==> src/rtl/pipe_pkg.sv <==
// rtl/pipe_pkg.sv - shared types and constants for the PIPE fetch stage
package pipe_pkg;

  typedef enum logic [1:0] {
    ST_BOOT  = 2'd0,
    ST_FETCH = 2'd1,
    ST_HOLD  = 2'd2,
    ST_DRAIN = 2'd3
  } fetch_state_e;

  localparam logic [31:0] NOP_INSN         = 32'h0000_0000;
  localparam logic [31:0] DEFAULT_RESET_PC = 32'h0000_0000;

endpackage

==> src/rtl/if_id_reg.sv <==
// rtl/if_id_reg.sv - IF/ID pipeline register with load and flush (flush wins)
module if_id_reg
  import pipe_pkg::*;
#(
  parameter logic [31:0] NOP = NOP_INSN
) (
  input  logic        clk,
  input  logic        rst_n,
  input  logic        load,
  input  logic        flush,
  input  logic [31:0] ir_in,
  input  logic [31:0] npc_in,
  output logic [31:0] ir,
  output logic [31:0] npc,
  output logic        valid
);

  logic [31:0] ir_q, ir_d;
  logic [31:0] npc_q, npc_d;
  logic        valid_q, valid_d;

  // A flush only turns the slot into a bubble; NPC is left as-is.
  always_comb begin
    ir_d    = ir_q;
    npc_d   = npc_q;
    valid_d = valid_q;
    if (flush) begin
      ir_d    = NOP;
      valid_d = 1'b0;
    end else if (load) begin
      ir_d    = ir_in;
      npc_d   = npc_in;
      valid_d = 1'b1;
    end
  end

  always_ff @(posedge clk or negedge rst_n) begin
    if (!rst_n) begin
      ir_q    <= NOP;
      npc_q   <= 32'h0;
      valid_q <= 1'b0;
    end else begin
      ir_q    <= ir_d;
      npc_q   <= npc_d;
      valid_q <= valid_d;
    end
  end

  assign ir    = ir_q;
  assign npc   = npc_q;
  assign valid = valid_q;

endmodule

==> src/rtl/fetch_ctrl.sv <==
// rtl/fetch_ctrl.sv - instruction-fetch sequencer: PC, imem handshake, IF/ID load
module fetch_ctrl
  import pipe_pkg::*;
#(
  parameter logic [31:0] RESET_PC = DEFAULT_RESET_PC,
  parameter logic [31:0] NOP      = NOP_INSN
) (
  input  logic        clk,
  input  logic        reset,
  input  logic        EX_MEM_Cond,
  input  logic [31:0] EX_MEM_ALU_output,
  input  logic        ID_stall,
  output logic        imem_req,
  output logic [31:0] imem_addr,
  input  logic        imem_ack,
  input  logic [31:0] imem_rdata,
  output logic [31:0] IF_ID_IR,
  output logic [31:0] IF_ID_NPC,
  output logic        IF_ID_valid,
  output logic [31:0] pc
);

  fetch_state_e state_q, state_d;
  logic [31:0]  pc_q, pc_d;
  logic [31:0]  hold_ir_q, hold_ir_d;
  logic [31:0]  target_q, target_d;

  logic        ifid_load;
  logic        ifid_flush;
  logic [31:0] ifid_ir;
  logic [31:0] redirect_pc;
  logic [31:0] pc_inc;

  assign redirect_pc = EX_MEM_ALU_output & ~32'h3;
  assign pc_inc      = pc_q + 32'd4;

  always_comb begin
    state_d    = state_q;
    pc_d       = pc_q;
    hold_ir_d  = hold_ir_q;
    target_d   = target_q;
    ifid_load  = 1'b0;
    ifid_flush = 1'b0;
    ifid_ir    = imem_rdata;
    case (state_q)
      ST_BOOT: state_d = ST_FETCH;
      ST_FETCH: begin
        if (EX_MEM_Cond) begin
          ifid_flush = 1'b1;
          if (imem_ack) begin
            pc_d = redirect_pc;
          end else begin
            target_d = redirect_pc;
            state_d  = ST_DRAIN;
          end
        end else if (imem_ack) begin
          if (ID_stall) begin
            hold_ir_d = imem_rdata;
            state_d   = ST_HOLD;
          end else begin
            ifid_load = 1'b1;
            pc_d      = pc_inc;
          end
        end else if (!ID_stall) begin
          ifid_flush = 1'b1;
        end
      end
      ST_HOLD: begin
        if (EX_MEM_Cond) begin
          ifid_flush = 1'b1;
          pc_d       = redirect_pc;
          state_d    = ST_FETCH;
        end else if (!ID_stall) begin
          ifid_load = 1'b1;
          ifid_ir   = hold_ir_q;
          pc_d      = pc_inc;
          state_d   = ST_FETCH;
        end
      end
      ST_DRAIN: begin
        // The stale request must complete before the redirect target is issued.
        ifid_flush = 1'b1;
        if (EX_MEM_Cond) target_d = redirect_pc;
        if (imem_ack) begin
          pc_d    = EX_MEM_Cond ? redirect_pc : target_q;
          state_d = ST_FETCH;
        end
      end
      default: state_d = ST_BOOT;
    endcase
  end

  always_ff @(posedge clk or negedge reset) begin
    if (!reset) begin
      state_q   <= ST_BOOT;
      pc_q      <= RESET_PC;
      hold_ir_q <= NOP;
      target_q  <= 32'h0;
    end else begin
      state_q   <= state_d;
      pc_q      <= pc_d;
      hold_ir_q <= hold_ir_d;
      target_q  <= target_d;
    end
  end

  if_id_reg #(.NOP(NOP)) u_if_id (
    .clk    (clk),
    .rst_n  (reset),
    .load   (ifid_load),
    .flush  (ifid_flush),
    .ir_in  (ifid_ir),
    .npc_in (pc_inc),
    .ir     (IF_ID_IR),
    .npc    (IF_ID_NPC),
    .valid  (IF_ID_valid)
  );

  assign imem_req  = (state_q == ST_FETCH) || (state_q == ST_DRAIN);
  assign imem_addr = {pc_q[31:2], 2'b00};
  assign pc        = pc_q;

endmodule
==> config.mk <==
export PLATFORM = sky130hd
export DESIGN_NAME = fetch_ctrl
export DESIGN_NICKNAME = d
export VERILOG_FILES = /design/src/rtl/pipe_pkg.sv /design/src/rtl/if_id_reg.sv /design/src/rtl/fetch_ctrl.sv
export SDC_FILE = /design/constraint.sdc
export NUM_CORES = 1
export LEC_CHECK = 0
export BUFFER_PORTS_ARGS = -buffer_cell sky130_fd_sc_hd__buf_4
export CORE_MARGIN = 2
export CORE_UTILIZATION = 43
export DETAILED_ROUTE_END_ITERATION = 8
export PLACE_DENSITY = 0.66
export SLEW_MARGIN = 15
export SYNTH_ARGS = -nofsm -noshare
export SYNTH_HDL_FRONTEND = slang
export SYNTH_SLANG_ARGS = --single-unit
==> constraint.sdc <==
create_clock -name clk -period 2.4 [get_ports clk]
set_input_delay 0.36 -clock clk [delete_from_list [all_inputs] [get_ports clk]]
set_output_delay 0.36 -clock clk [all_outputs]
set_load 0.05 [all_outputs]
Word-level counts from Yosys, hierarchy flattened

Cells that the tools add are included.

Bits of input ports: 69
Word-level logic and storage cells: 66
Register bits after elaboration: 163

Reduce and logical (&&, ||, !) cells: 10
Bitwise logic cells: 2
$add $sub $neg: 1
Mux-type cells: 35
Equality and inequality tests: 11

Operators with widths:

| operator                                                              | number |
|---|---|
| 32-bit two-way mux                                                    | 14 |
| 32-bit one-hot mux with 3 select lines                                | 1 |
| 32-bit one-hot mux with 2 select lines                                | 1 |
| 32-bit by 3-bit adder with 32-bit output, second input constant       | 1 |
| 2-bit two-way mux                                                     | 7 |
| 3-bit inequality test, second input constant                          | 4 |
| 1-bit two-way mux                                                     | 9 |
| 3-bit AND reduction                                                   | 3 |
| 2-bit inequality test, second input constant                          | 4 |
| 2-bit one-hot mux with 4 select lines                                 | 1 |
| 5-bit AND reduction                                                   | 1 |
| 2-bit equality test, second input constant                            | 2 |
| 2-bit nonzero test                                                    | 2 |
| 1-bit one-hot mux with 3 select lines                                 | 1 |
| 3-bit nonzero test                                                    | 1 |
| 2-bit by 1-bit equality test with 1-bit output, second input constant | 1 |
| 2-bit zero test                                                       | 1 |
| 1-bit NOT                                                             | 2 |
| 1-bit one-hot mux with 2 select lines                                 | 1 |
| 2-bit AND reduction                                                   | 1 |
| 1-bit logical OR                                                      | 1 |

Logic depth before layout (Yosys ltp)

Depth in word-level cells: 6
Depth in mapped cells: 9
Depth with buffers taken out: 7

Modules after synthesis

Synthesis repeated with hierarchy kept, for this count alone.

Cells, all modules: 730
Area, all modules: 8464.4 sq um

By module, submodules not included:

| module     | instances | cells each | area each (sq um) |
|---|---|---|---|
| fetch_ctrl | 1         | 554        | 5815.6 |
| if_id_reg  | 1         | 176        | 2648.8 |

Worst setup path before layout

OpenSTA, ideal clock, no wires.

Path type: reg2reg
Start point: register state_q[0]
End point: register pc_q[27] (netlist: pc[27])
Data arrival time: 2.153 ns
Path buffers: 3
Cell stages (with the launch flop): 10
Library setup time: 0.132 ns
Slack: 0.115 ns
Clock period less this slack: 2.285 ns
Path through: dfrtp_1 > ha_1 > buf_2 > or2_2 > a21o_1 > buf_2 > a21oi_2 > buf_2 > o21ai_0 > o2bb2ai_1

Longest elaborated chain between the ends: 3
Elaborated cells on any way between the ends: 8
Classes of those cells: eq/ne: 5; mux: 1; reduce/logical: 2

Ends and longest elaborated chain:

| element                                                                               | line              | RTL |
|---|---|---|
| start: declaration                                                                    | fetch_ctrl.sv:23  | `fetch_state_e state_q, state_d;` |
| start signal: assignment                                                              | fetch_ctrl.sv:100 | `state_q <= state_d;` |
| 2-bit by 1-bit equality test with 1-bit output or 2-bit equality test (tied branches) | fetch_ctrl.sv:45  | `case (state_q)` |
| 2-bit inequality test (no line) or 3-bit nonzero test (tied branches)                 | --                |  |
| 3-bit AND reduction (no line)                                                         | --                |  |
| end signal: assignment                                                                | fetch_ctrl.sv:101 | `pc_q <= pc_d;` |
| end: declaration                                                                      | fetch_ctrl.sv:24  | `logic [31:0] pc_q, pc_d;` |

Several ways; a longest one is shown, not always the timed one.
A chain may end at the register's enable or synchronous reset.

Final worst setup path

Start point: register state_q[1]
End point: register u_if_id.npc_q[25] (netlist: u_if_id.npc[25])

Longest elaborated chain between the ends: 4
Elaborated cells on any way between the ends: 7
Classes of those cells: eq/ne: 3; mux: 2; bitwise: 1; reduce/logical: 1

Ends and longest elaborated chain:

| element                                                                               | line             | RTL |
|---|---|---|
| 2-bit equality test or 2-bit by 1-bit equality test with 1-bit output (tied branches) | fetch_ctrl.sv:45 |  |
| 1-bit one-hot mux with 3 select lines                                                 | fetch_ctrl.sv:45 |  |
| 1-bit NOT (no line)                                                                   | --               |  |
| 2-bit AND reduction (no line) (*)                                                     | --               |  |
| end signal: assignment                                                                | if_id_reg.sv:44  | `npc_q <= npc_d;` |
| end: declaration                                                                      | if_id_reg.sv:19  | `logic [31:0] npc_q, npc_d;` |

Every way passes the cells marked *; elsewhere a longest branch is shown, timed or not.

==> impl_metrics.toml <==
[critical_path]
reg2reg_slack_ps = 200
path_cells = "inv_1, ha_1, or3b_1, a211oi_4, nand2b_2, buf_12, o21ai_0"
required_ps = 2700
slowest_stage = "or3b_1"
max_stage_delay_ps = 420
r2r-end = "u_if_id.npc[25]$_DFFE_PN0P_"
worstReg2RegStart = "state_q[1]$_DFFE_PN0P_"
worstSetupPathType = "flip-flop to flip-flop"
endpoint = "u_if_id.npc[25]$_DFFE_PN0P_"
crit_family = "simple AND/OR/NAND/NOR gates"
crit_fanout = 58
startpoint = "state_q[1]$_DFFE_PN0P_"
crit_arrival_ps = 2500
cp-end-kind = "flip-flop"
worst-path-buf-inv = 2
worst-path-stages = 7
critPathLaunchType = "flip-flop"
rr_worst_depth = 7

[floorplan]
die-area_mm2 = 0.0200
die_w_um = 142
dieHeight_um = 142
io_pins = 199
rows = 50
core-area_mm2 = 0.0186
start_util_pct = 43.6

[final_layout]
n_antenna_cell = 0
syn2layout_area_growth_pct = 27.0
drive_above_1_share_pct = 35.2
fin_area_mm2 = 0.0103
fin_nets = 992
final_util_pct = 55.4
fillCellCount = 1615

[detailed_routing]
vias = 6336
postRouteAntennaNets = 0
viasPerCell = 5.44
firstDrtPassIters = 7
wirelength_um = 19900
route.detailed.drc = 0
drt-initial-drc-count = 363
wl_per_cell_um = 17.1

[timing]
finalSetupTns_ps = 0
slew_violations = 0
clock.fmax_mhz = 454
rsz0062_at_grt = "no"
finalCritPeriodShare_pct = 91.9
worst_pin_slew_ps = 607
fin_crit_ps = 2200
slew_headroom_pct = 59.2
hold_viol = 0
finalSetupViolations = 0
finClkSkew_ps = 6.16

[global_routing]
gr-total-overflow = 0
grt_max_degree = 66
grt_pass1_wl_um = 31700
grt_pass1_vias = 5893
antenna_found_initial = 1
grt_usage_pct = 20.2

[place]
gp_congestion = 0.911
hpwl_um = 14100
port_buffers = 194
dpl-instance-area_mm2 = 0.00973

[yosys]
yosysUniqueCellTypes = 54
async_reset_ff_share_pct = 100
synthXorXnorAreaFrac_pct = 3.01
synthCells = 766
synth_top_family_by_area = "compound AO/OA/AOI/OAI gates"
yosysWarnings = 0
synth_adder_area_share_pct = 0.769
synth-seq-cells = 163
ys.flop_type = "dfrtp_1"
synth_area_per_cell_um2 = 10.6
synth_edf_count = 0
synth_compound_area_share_pct = 15.2
synth_mux_area_share_pct = 13.3
yosysSeqAreaShare_pct = 50.1
syn_area_mm2 = 0.00813
yosys.area_share.simple_pct = 10.5

[clock_network]
cts_max_level = 4
clock-sinks = 163
cts.clk_slew.worst_paths_ps = 60
root_buffer = "clkbuf_16"
cts_buffer_depth = 2
cts_setup_buffers = 0
numCtsBuffers = 17
clk_latency_ps = 420
cts_tree = "yes"

[power]
peakVddDrop_mv = 0.677
p_leak_nw = 4.57
p_per_area_mw_per_mm2 = 1520

[outcome]
status = "finished, final reports clean"

[min_path]
hold_path.class = "input pin to flip-flop"

[run]
maxCapViolCount = 0
-- state kept, by name (all words and copies together), names as in the netlist --
name,count
state_q,2
target_q,32
pc,32
u_if_id.ir,32
u_if_id.npc,32
hold_ir_q,32
u_if_id.valid,1
-- cell families (layout without fill, tap and decap cells) --
family                     Yosys count  count (layout)
adders and majority gates            5               5
and+or+nand+nor                    175             175
muxes                              100             100
AOI/OAI and AO/OA                  189             189
DFF                                163             163
other                                1               2
xor gates and xnor gates            28              28
buffers and inverters              105             268
-- per-stage QoR --
step                total power (W)  hold WS [ps]  std cells  setup slack, ps
finish                       0.0157           166       1164              195
global route                 0.0166           153       1164             20.5
CTS                          0.0158           151       1164              175
detailed placement           0.0131           343       1132              186
global placement             0.0129           339       1132              255
floorplan                    0.0108          64.4        767              115
-- power by group --
part           total, W  internal [W]  switching [W]
combinational   0.00809       0.00281        0.00528
sequential      0.00490       0.00393       0.000963
clock           0.00273       0.00165        0.00108
-- cell usage after synthesis (17+ instances only) --
library cell	count	area share, %
a22oi_1	17	1.6
xnor2_1	25	2.7
a21oi_1	34	2.1
o21ai_0	48	3.0
mux2i_1	34	4.2
clkbuf_1	25	1.2
nand2_1	46	2.1
mux2_2	63	8.7
buf_4	39	3.6
dfrtp_1	163	50
a211oi_1	34	3.1
buf_2	18	1.1
nor2_1	58	2.7
-- layout make-up --
class | instances | area (um^2) | area share [%]
clock buffers | 21 | 450 | 4.36
clock inverters | 10 | 134 | 1.30
inverters | 14 | 52.6 | 0.509
multi-input cells | 499 | 3510 | 34.0
flip-flops and latches | 163 | 4080 | 39.5
well taps | 234 | 293 | 2.84
repair buffers | 223 | 1810 | 17.5
-- metal layers --
layer	up-vias	share of wire [%]	GRT usage [%]
met1	3048	45	27.6
li1	3031	-	-
met4	2	1.9	7.00
met2	218	45	30.0
met5	-	0.050	0
met3	37	8.4	7.02
-- repair_timing --
item                                   in CTS  in global routing
resized for setup                           0                  0
endpoints found under the hold margin      45                  0
hold buffers                                1                  0
-- worst min path at each step --
stage / from / slack [ps] / depth (start not counted) / to
detailed placement: reset / 340 / 1 / u_if_id.npc[6]$_DFFE_PN0P_
global placement: reset / 340 / 1 / u_if_id.npc[6]$_DFFE_PN0P_
finish: imem_rdata[6] / 170 / 2 / hold_ir_q[6]$_DFFE_PN0P_
floorplan: reset / 60 / 0 / hold_ir_q[0]$_DFFE_PN0P_
CTS: imem_rdata[6] / 150 / 2 / hold_ir_q[6]$_DFFE_PN0P_
global route: imem_rdata[6] / 150 / 2 / hold_ir_q[6]$_DFFE_PN0P_
-- cells in the final DEF (no fill, tap or decap), types with 5 or more instances in the layout --
| cell | netlist | layout |
|---|---|---|
| buf_4 | 39 | 211 |
| dfrtp_1 | 163 | 163 |
| mux2_2 | 63 | 63 |
| nor2_1 | 58 | 58 |
| o21ai_0 | 48 | 48 |
| nand2_1 | 46 | 46 |
| a21oi_1 | 34 | 34 |
| mux2i_1 | 34 | 34 |
| a211oi_1 | 34 | 34 |
| xnor2_1 | 25 | 25 |
| a22oi_1 | 17 | 17 |
| clkbuf_16 | 0 | 17 |
| inv_1 | 13 | 13 |
| o22ai_1 | 13 | 13 |
| nand4_1 | 11 | 11 |
| o2bb2ai_1 | 11 | 11 |
| nand3_1 | 10 | 10 |
| buf_12 | 0 | 10 |
| and3_1 | 7 | 7 |
| nor2b_1 | 7 | 7 |
| o31a_1 | 7 | 7 |
| nor3_1 | 6 | 6 |
| and2_1 | 5 | 5 |
| and4_1 | 5 | 5 |
| nor4_1 | 5 | 5 |
| a22o_1 | 5 | 5 |
| ha_1 | 5 | 5 |
No activity file was read; power rests on OpenSTA's default activity.
